**config.mk**
```make
export PLATFORM = sky130hd
export DESIGN_NAME = mips_multicycle_core
export DESIGN_NICKNAME = d
export VERILOG_FILES = /design/src/rtl/mips_multicycle_core.sv
export SDC_FILE = /design/constraint.sdc
export NUM_CORES = 2
export LEC_CHECK = 0
export ABC_CLOCK_PERIOD_IN_PS = 4950
export CORE_ASPECT_RATIO = 1.1
export CORE_MARGIN = 5
export CORE_UTILIZATION = 51
export DETAILED_ROUTE_END_ITERATION = 12
export PLACE_DENSITY = 0.71
export RECOVER_POWER = 50
export SLEW_MARGIN = 20
export SYNTH_ARGS = -nofsm -noshare
export SYNTH_HDL_FRONTEND = slang
export SYNTH_SLANG_ARGS = --single-unit
```
**constraint.sdc**
```tcl
create_clock -name clk -period 4.95 [get_ports clk]
set_input_delay 0.495 -clock clk [delete_from_list [all_inputs] [get_ports clk]]
set_output_delay 0.495 -clock clk [all_outputs]
set_load 0.01 [all_outputs]
```
**src/rtl/mips_multicycle_core.sv**
```systemverilog
// Multicycle MIPS-32 subset core with one shared, ready-handshaked instruction/data port.
// Optional: define MIPS_EXT_OPS_EN to add bne, ori and the R-type nor.
module mips_multicycle_core #(
  parameter int unsigned ADDR_W   = 10,
  parameter logic [31:0] RESET_PC = 32'h0000_0000,
  parameter int unsigned CNT_W    = 32
) (
  input  logic              clk,
  input  logic              rst,
  output logic              mem_req,
  output logic              mem_we,
  output logic [ADDR_W-1:0] mem_addr,
  output logic [31:0]       mem_wdata,
  input  logic [31:0]       mem_rdata,
  input  logic              mem_ready,
  input  logic [4:0]        dbg_reg_addr,
  output logic [31:0]       dbg_reg_data,
  output logic [31:0]       pc_out,
  output logic              halted,
  output logic [CNT_W-1:0]  instr_count
);

`ifdef MIPS_EXT_OPS_EN
  localparam bit EXT_OPS = 1'b1;
`else
  localparam bit EXT_OPS = 1'b0;
`endif

  localparam logic [5:0] OP_RTYPE = 6'h00, OP_J   = 6'h02, OP_BEQ = 6'h04, OP_BNE = 6'h05;
  localparam logic [5:0] OP_ADDI  = 6'h08, OP_ORI = 6'h0D, OP_LW  = 6'h23, OP_SW  = 6'h2B;
  localparam logic [5:0] FN_ADD = 6'h20, FN_SUB = 6'h22, FN_AND = 6'h24;
  localparam logic [5:0] FN_OR  = 6'h25, FN_NOR = 6'h27, FN_SLT = 6'h2A;

  typedef enum logic [3:0] {
    S_FETCH, S_DECODE, S_MEMADR, S_MEMRD, S_MEMWB, S_MEMWR, S_EXEC,
    S_ALUWB, S_ADDIEX, S_ADDIWB, S_BRANCH, S_JUMP, S_HALT
  } state_t;

  state_t           state, state_next;
  logic [31:0]      pc, ir, a, b, alu_out, mdr;
  logic [31:0]      rf [32];
  logic [CNT_W-1:0] cnt;

  logic [5:0]  opcode, funct;
  logic [4:0]  rs, rt, rd;
  logic [31:0] imm_sext, imm_zext;
  logic [31:0] alu_r, imm_r;
  logic        branch_taken, retire, rf_we;
  logic [4:0]  rf_waddr;
  logic [31:0] rf_wdata;

  assign opcode   = ir[31:26];
  assign rs       = ir[25:21];
  assign rt       = ir[20:16];
  assign rd       = ir[15:11];
  assign funct    = ir[5:0];
  assign imm_sext = {{16{ir[15]}}, ir[15:0]};
  assign imm_zext = {16'h0000, ir[15:0]};

  function automatic logic funct_legal(input logic [5:0] f);
    case (f)
      FN_ADD, FN_SUB, FN_AND, FN_OR, FN_SLT: return 1'b1;
      FN_NOR:  return EXT_OPS;
      default: return 1'b0;
    endcase
  endfunction

  always_comb begin
    case (funct)
      FN_SUB:  alu_r = a - b;
      FN_AND:  alu_r = a & b;
      FN_OR:   alu_r = a | b;
      FN_NOR:  alu_r = ~(a | b);
      FN_SLT:  alu_r = {31'b0, $signed(a) < $signed(b)};
      default: alu_r = a + b;
    endcase
  end

  assign imm_r        = (EXT_OPS && opcode == OP_ORI) ? (a | imm_zext) : (a + imm_sext);
  assign branch_taken = (EXT_OPS && opcode == OP_BNE) ? (a != b) : (a == b);

  always_ff @(posedge clk) begin
    if (rst) state <= S_FETCH;
    else     state <= state_next;
  end

  // NOTE: every always_comb output gets a default first so no path leaves a latch.
  always_comb begin
    state_next = state;
    retire     = 1'b0;
    case (state)
      S_FETCH:  if (mem_ready) state_next = S_DECODE;
      S_DECODE: begin
        case (opcode)
          OP_RTYPE:     state_next = funct_legal(funct) ? S_EXEC : S_HALT;
          OP_LW, OP_SW: state_next = S_MEMADR;
          OP_ADDI:      state_next = S_ADDIEX;
          OP_ORI:       state_next = EXT_OPS ? S_ADDIEX : S_HALT;
          OP_BEQ:       state_next = S_BRANCH;
          OP_BNE:       state_next = EXT_OPS ? S_BRANCH : S_HALT;
          OP_J:         state_next = S_JUMP;
          default:      state_next = S_HALT;
        endcase
      end
      S_MEMADR: state_next = (opcode == OP_LW) ? S_MEMRD : S_MEMWR;
      S_MEMRD:  if (mem_ready) state_next = S_MEMWB;
      S_MEMWR:  if (mem_ready) begin
        retire     = 1'b1;
        state_next = S_FETCH;
      end
      S_EXEC:   state_next = S_ALUWB;
      S_ADDIEX: state_next = S_ADDIWB;
      S_MEMWB, S_ALUWB, S_ADDIWB, S_BRANCH, S_JUMP: begin
        retire     = 1'b1;
        state_next = S_FETCH;
      end
      S_HALT:   state_next = S_HALT;
      default:  state_next = S_FETCH;
    endcase
  end

  always_comb begin
    rf_we    = 1'b0;
    rf_waddr = rt;
    rf_wdata = alu_out;
    case (state)
      S_MEMWB:  begin rf_we = 1'b1; rf_wdata = mdr; end
      S_ALUWB:  begin rf_we = 1'b1; rf_waddr = rd; end
      S_ADDIWB: rf_we = 1'b1;
      default:  rf_we = 1'b0;
    endcase
  end

  // NOTE: the register file is cleared on reset too, so it is an array of flops rather than a RAM macro.
  always_ff @(posedge clk) begin
    if (rst) begin
      pc      <= RESET_PC;
      ir      <= '0;
      a       <= '0;
      b       <= '0;
      alu_out <= '0;
      mdr     <= '0;
      cnt     <= '0;
      for (int i = 0; i < 32; i++) rf[i] <= '0;
    end else begin
      case (state)
        S_FETCH:  if (mem_ready) begin
          ir <= mem_rdata;
          pc <= pc + 32'd4;
        end
        S_DECODE: begin
          a       <= rf[rs];
          b       <= rf[rt];
          alu_out <= pc + {imm_sext[29:0], 2'b00};
        end
        S_MEMADR: alu_out <= a + imm_sext;
        S_MEMRD:  if (mem_ready) mdr <= mem_rdata;
        S_EXEC:   alu_out <= alu_r;
        S_ADDIEX: alu_out <= imm_r;
        S_BRANCH: if (branch_taken) pc <= alu_out;
        S_JUMP:   pc <= {pc[31:28], ir[25:0], 2'b00};
        default:  ;
      endcase
      if (rf_we && rf_waddr != 5'd0) rf[rf_waddr] <= rf_wdata;
      if (retire) cnt <= cnt + CNT_W'(1);
    end
  end

  assign mem_req      = (state == S_FETCH) || (state == S_MEMRD) || (state == S_MEMWR);
  assign mem_we       = (state == S_MEMWR);
  assign mem_addr     = (state == S_FETCH) ? pc[ADDR_W+1:2] : alu_out[ADDR_W+1:2];
  assign mem_wdata    = b;
  assign dbg_reg_data = (dbg_reg_addr == 5'd0) ? 32'd0 : rf[dbg_reg_addr];
  assign pc_out       = pc;
  assign halted       = (state == S_HALT);
  assign instr_count  = cnt;

endmodule

```
## Word level (Yosys, flattened, before mapping)

Memory sizes are Yosys's and may differ from the RTL's. A register that Yosys moved wholly into a read port is not among the register bits.
Cells that the tools add are included.

- Register bits: 164
- Bits in read-only memories: 0
- RAM bits: 1024
- Output and inout port bits: 141
- Word-level logic and storage cells: 98
- Memories: 1
- Input bits: 40
- Bits in latches: 0

Memory list:

| name | words | bits a word | read ports | clocked after memory_dff | write ports | RTL line | text |
|---|---|---|---|---|---|---|---|
| rf | 32 | 32 | 3 | 2 | 32 | 41 | `logic [31:0] rf [32];` |

- Reduce and logical (&&, ||, !) cells: 21
- Mux-type cells: 30
- Equality and inequality tests: 28
- Div/mod/pow operators: 0
- Add/sub/neg operators: 6
- Shift operators: 0
- $lt $le $gt $ge: 1
- Multiply operators: 0
- Bitwise logic cells: 4

Operators by type and width:

| kind | number |
|---|---|
| one-hot mux 32 bit (3 select lines) | 2 |
| 2-to-1 mux 32 bit | 5 |
| one-hot mux 32 bit (5 select lines) | 1 |
| adder 32 bit | 3 |
| == test 6 bit, second input constant | 8 |
| adder 32 x 1 -> 32 bit, second input constant | 1 |
| adder 32 x 3 -> 32 bit, second input constant | 1 |
| AND 32 bit | 1 |
| == test 32 bit | 1 |
| less-than comparator 32 bit | 1 |
| NOT 32 bit | 1 |
| bitwise OR 32 bit | 1 |
| one-hot mux 4 bit (8 select lines) | 1 |
| OR reduction 32 bit | 1 |
| subtractor 32 bit | 1 |
| == test 4 bit, second input constant | 5 |
| one-hot mux 4 bit (5 select lines) | 1 |
| == test 4 x 3 -> 1 bit, second input constant | 4 |
| 2-to-1 mux 4 bit | 4 |
| 2-to-1 mux 1 bit | 11 |
| 2-to-1 mux 10 bit | 1 |
| 2-to-1 mux 5 bit | 2 |
| OR reduction 5 bit | 2 |
| == test 4 x 2 -> 1 bit, second input constant | 2 |
| 22 further kinds | 29 |

## Longest topological paths before layout

- Depth in word-level cells: 9
- Gate-level depth with buffers: 15
- Gate-level depth less buffers: 13

## Worst setup path before layout

Ideal clock, no wire load.

- Path type: flip-flop to flip-flop
- Start: register ir[15]
- End: memory rf[18][0], enable pin
- Data required time: 4.556 ns
- Setup time: 0.394 ns
- Path buffers: 0
- Stages on the path, launching flop included: 8
- Data arrival time: 2.934 ns
- Slack: 1.622 ns
- Path through: dfxtp_1 > mux2i_1 > and3_1 > inv_1 > o21ai_1 > nor2_1 > nand2_1 > nand2b_1

RTL lines:

| element | RTL line | text |
|---|---|---|
| from (decl) | 40 | `logic [31:0] pc, ir, a, b, alu_out, mdr;` |
| from (signal assigned) | 148 | `ir <= mem_rdata;` |
| to (decl) | 41 |  |

==> summary.md <==
| Metric | Value |
|---|---|
| Run status | finished with violations |
| Violated checks | capacitance limit, slew limit |
| Resized Gates After CTS | 0 |
| Endpoint class of the critical path | register |
| Total power divided by cell area | 464.7 nW/um2 |
| Number of rows created at floorplan | 150 |
| Number of flops mapped to enable cells by yosys | ~1000 |
| Maximum clock path buffer count | 3 |
| Worst Path Max Fanout | 124 |
| TritonCTS clock tree | yes |
| Max stage delay on crit path | roughly 2.5 ns |
| Pins Over Slew Limit | 479 |
| YS warnings | 0 |
| Register area share after synthesis | 0.4543 |
| Area enclosed by the die boundary | 160300 um2 |
| Gate Count Post-Synth | 6067 |
| CP Cell Sequence | buf_8 -> clkbuf_2 -> nand2b_2 -> clkbuf_1 |
| Core Footprint | about 150000 um2 |
| Required arrival time at the worst endpoint | 5.35 ns |
| Remaining number of nets flagged by the antenna check after routing | 0 |
| Critical register-to-register path startpoint | state[0]$_SDFFE_PP0P_ |
| Cell type group with the largest total delay on the critical path | buffers and inverters |
| X dimension of the die | 382.2 um |
| Aggregate global routing overflow | 0 |
| Fin Clk Skew | approximately 0.026 ns |
| Number of nets in the layout | 6275 |
| Synth async-reset ratio | 0 |
| Hold-fix buffer count after cts | 0 |
| DR WL/cell | 35.52 um |
| Share of post-route cells with drive strength above 1 | 0.2439 |
| Normalized max-slew margin | -1.616 |
| Buffers on Ports | between 150 and 200 |
| #FFs+latches synth | roughly 1300 |
| Mean number of vias per cell | approximately 7.3 |
| Most used standard cells in the synthesized netlist | nor2_1 (1320), edfxtp_1 (1024), mux4_2 (960) |
| I/O pin count | roughly 180 |
| Max-cap check violation count | 10 |
| Most common cell in the netlist | nor2_1 |
| H-Tree Level Count | 4 |
| Via count of the first global-routing pass | between 50000 and 60000 |
| Drt drc | 0 |
| Final count of hold timing violations | 0 |
| Core occupancy in the finished layout | 0.5707 |
| Total leakage power | around 0.029 uW |
| Slew of the pin with the lowest slew margin | just under 4 ns |
| Layout Cell Area excl Fill | ~87000 um2 |
| Final Wtd Congestion | roughly 0.94 |
| Critical Setup Path Class | input port to register |
| Worst-Skew Late Latency | 0.81 ns |
| Per-instance average area after synthesis | approximately 13 um2 |
| Chip height | about 420 um |
| Buffers inserted during post-CTS setup optimization | 0 |
| First-pass GRT wire length | just over 400 mm |
| Crit path DAT | around 5 ns |
| Top_reg_cell synth | edfxtp_1 |
| Final worst path period share | 0.9432 |
| Effective utilization at floorplan | 0.5120 |
| Slowest stage cell, crit path | clkbuf_2 |
| First DRT Iteration DRCs | about 9700 |
| Routed vias | between 50000 and 60000 |
| Clock Tree Root | clkbuf_16 |
| Initial antenna violation count | 10 |
| Num Clock Sinks | approximately 1300 |
| Hold WC Path Type | input port to register |
| Netlist area before placement | ~80000 um2 |
| Achievable Freq | between 200 and 250 MHz |
| Cell type with the highest aggregate area in the netlist | edfxtp_1 |
| Clock input transition at the sequential cells of the worst setup and hold paths | about 0.060 ns |
| Filler instances | about 12000 |
| Launching instance or port of the critical path | rst |
| Aggregate global-route resource usage | 0.3562 |
| TritonCTS buffer count | around 130 |
| Startpoint type of the worst setup path | input port |
| Max VDD drop | ~350 uV |
| Pin count of the biggest net entering global routing | 145 |
| Hold WS | about 0.12 ns |
| Length of the first detailed-routing pass in iterations | 6 |
| Hpwl dp | 180.4 mm |
| Number of distinct library cell variants in the gate-level netlist after synthesis | between 100 and 150 |
| Final setup vio count | 0 |
| Area share of the largest cell type after synthesis | 0.3956 |
| Post-DP Area | slightly above 80000 um2 |
| Shortest period the worst path allows | between 4 and 5 ns |
| TNS Setup | 0 ns |
| Hold Crit Start | rst |
| Post-synthesis to final-layout area growth | 11.47% |
| Post-Route WL | roughly 290 mm |
| Combined buffer and inverter count along the critical path | 3 |
| RSZ-0062 raised after global routing | false |
| Synth top area cells | edfxtp_1 (40%), mux4_2 (28%), nor2_1 (6.4%), dfxtp_1 (5.9%), ha_1 (2.5%) |
layout make-up:
cell class              instances  area, um2  area share
clock buffers                 175       3580     0.04131
well taps                    1976       2472     0.02853
flip-flops and latches       1252      35350      0.4080
diodes                          6      15.01   0.0001733
repair buffers                414       4123     0.04758
inverters                     120      450.4    0.005198
multi-input cells            4154      40130      0.4632
clock inverters                64      524.3    0.006050
final timing paths:
kind / endpoint / slack, ns / depth (start not counted)
min: pc_out[17]$_SDFFE_PP0P_ / 0.12 / 2
min reg2reg: mdr[7]$_SDFFE_PP0P_ / 0.47 / 2
max reg2reg: rf[19][10]$_SDFFCE_PN0P_ / 0.38 / 10
max: rf[24][22]$_SDFFCE_PN0P_ / 0.28 / 4
power by group:
| group | total (uW) | switching, uW | internal (uW) |
|---|---|---|---|
| Sequential | 13400 | 1240 | 12100 |
| Combinational | 17100 | 10300 | 6830 |
| Clock | 9790 | 4380 | 5420 |
| Total | 40300 | 15900 | 24400 |
cell usage in the layout, fill, tap and decap left out, types with 30 or more instances in the layout:
master / netlist / final
nand3_1: 50 / 50
edfxtp_1: 1024 / 1024
buf_12: 0 / 38
o21ai_0: 136 / 140
nand2b_1: 54 / 34
nand2_1: 281 / 253
mux4_2: 960 / 960
mux2i_1: 141 / 109
clkdlybuf4s50_1: 0 / 50
clkbuf_1: 353 / 48
a22oi_1: 59 / 59
nor3_1: 56 / 52
a21oi_1: 249 / 250
buf_4: 2 / 131
a211oi_1: 98 / 98
inv_1: 119 / 119
clkbuf_2: 1 / 37
ha_1: 158 / 158
xnor2_1: 103 / 103
dlygate4sd3_1: 0 / 124
nand2_2: 2 / 30
nor2_1: 1320 / 1317
conb_1: 1 / 32
xor2_1: 48 / 48
dfxtp_1: 228 / 218
clkbuf_16: 0 / 137
routing by layer:
layer / GRT usage / vias to the layer above / share of wire
met5: 0.002125 / - / 0.00056
met4: 0.2518 / 14 / 0.090
met3: 0.1121 / 1369 / 0.15
met2: 0.5586 / 5429 / 0.46
met1: 0.4191 / 29129 / 0.31
li1: - / 23380 / -
flip-flops by register name (all words and copies together) (netlist names):
name,flops
alu_out,32
mdr,32
instr_count,32
ir,32
rf,1024
a,32
mem_wdata,32
state,4
pc_out,32
stage by stage:
stage / cells / power [uW] / setup WS [ns]
floorplan: 6098 / 24190 / 1.622
global placement: 7903 / 29980 / 0.9217
detailed placement: 7904 / 30080 / 0.7956
CTS: 8143 / 39720 / 0.7593
global route: 8155 / 41650 / 0.2279
finish: 8161 / 40260 / 0.2813
cells by family after synthesis:
group	Yosys count	synth area share
xor gates and xnor gates	151	0.01701
AOI/OAI and AO/OA	799	0.06735
DFF	1252	0.4543
adders and majority gates	162	0.02646
muxes	1114	0.2982
and+or+nand+nor	1896	0.1001
other	1	0.00004824
buffers and inverters	692	0.03660
Power figures use the tool's default switching activity.
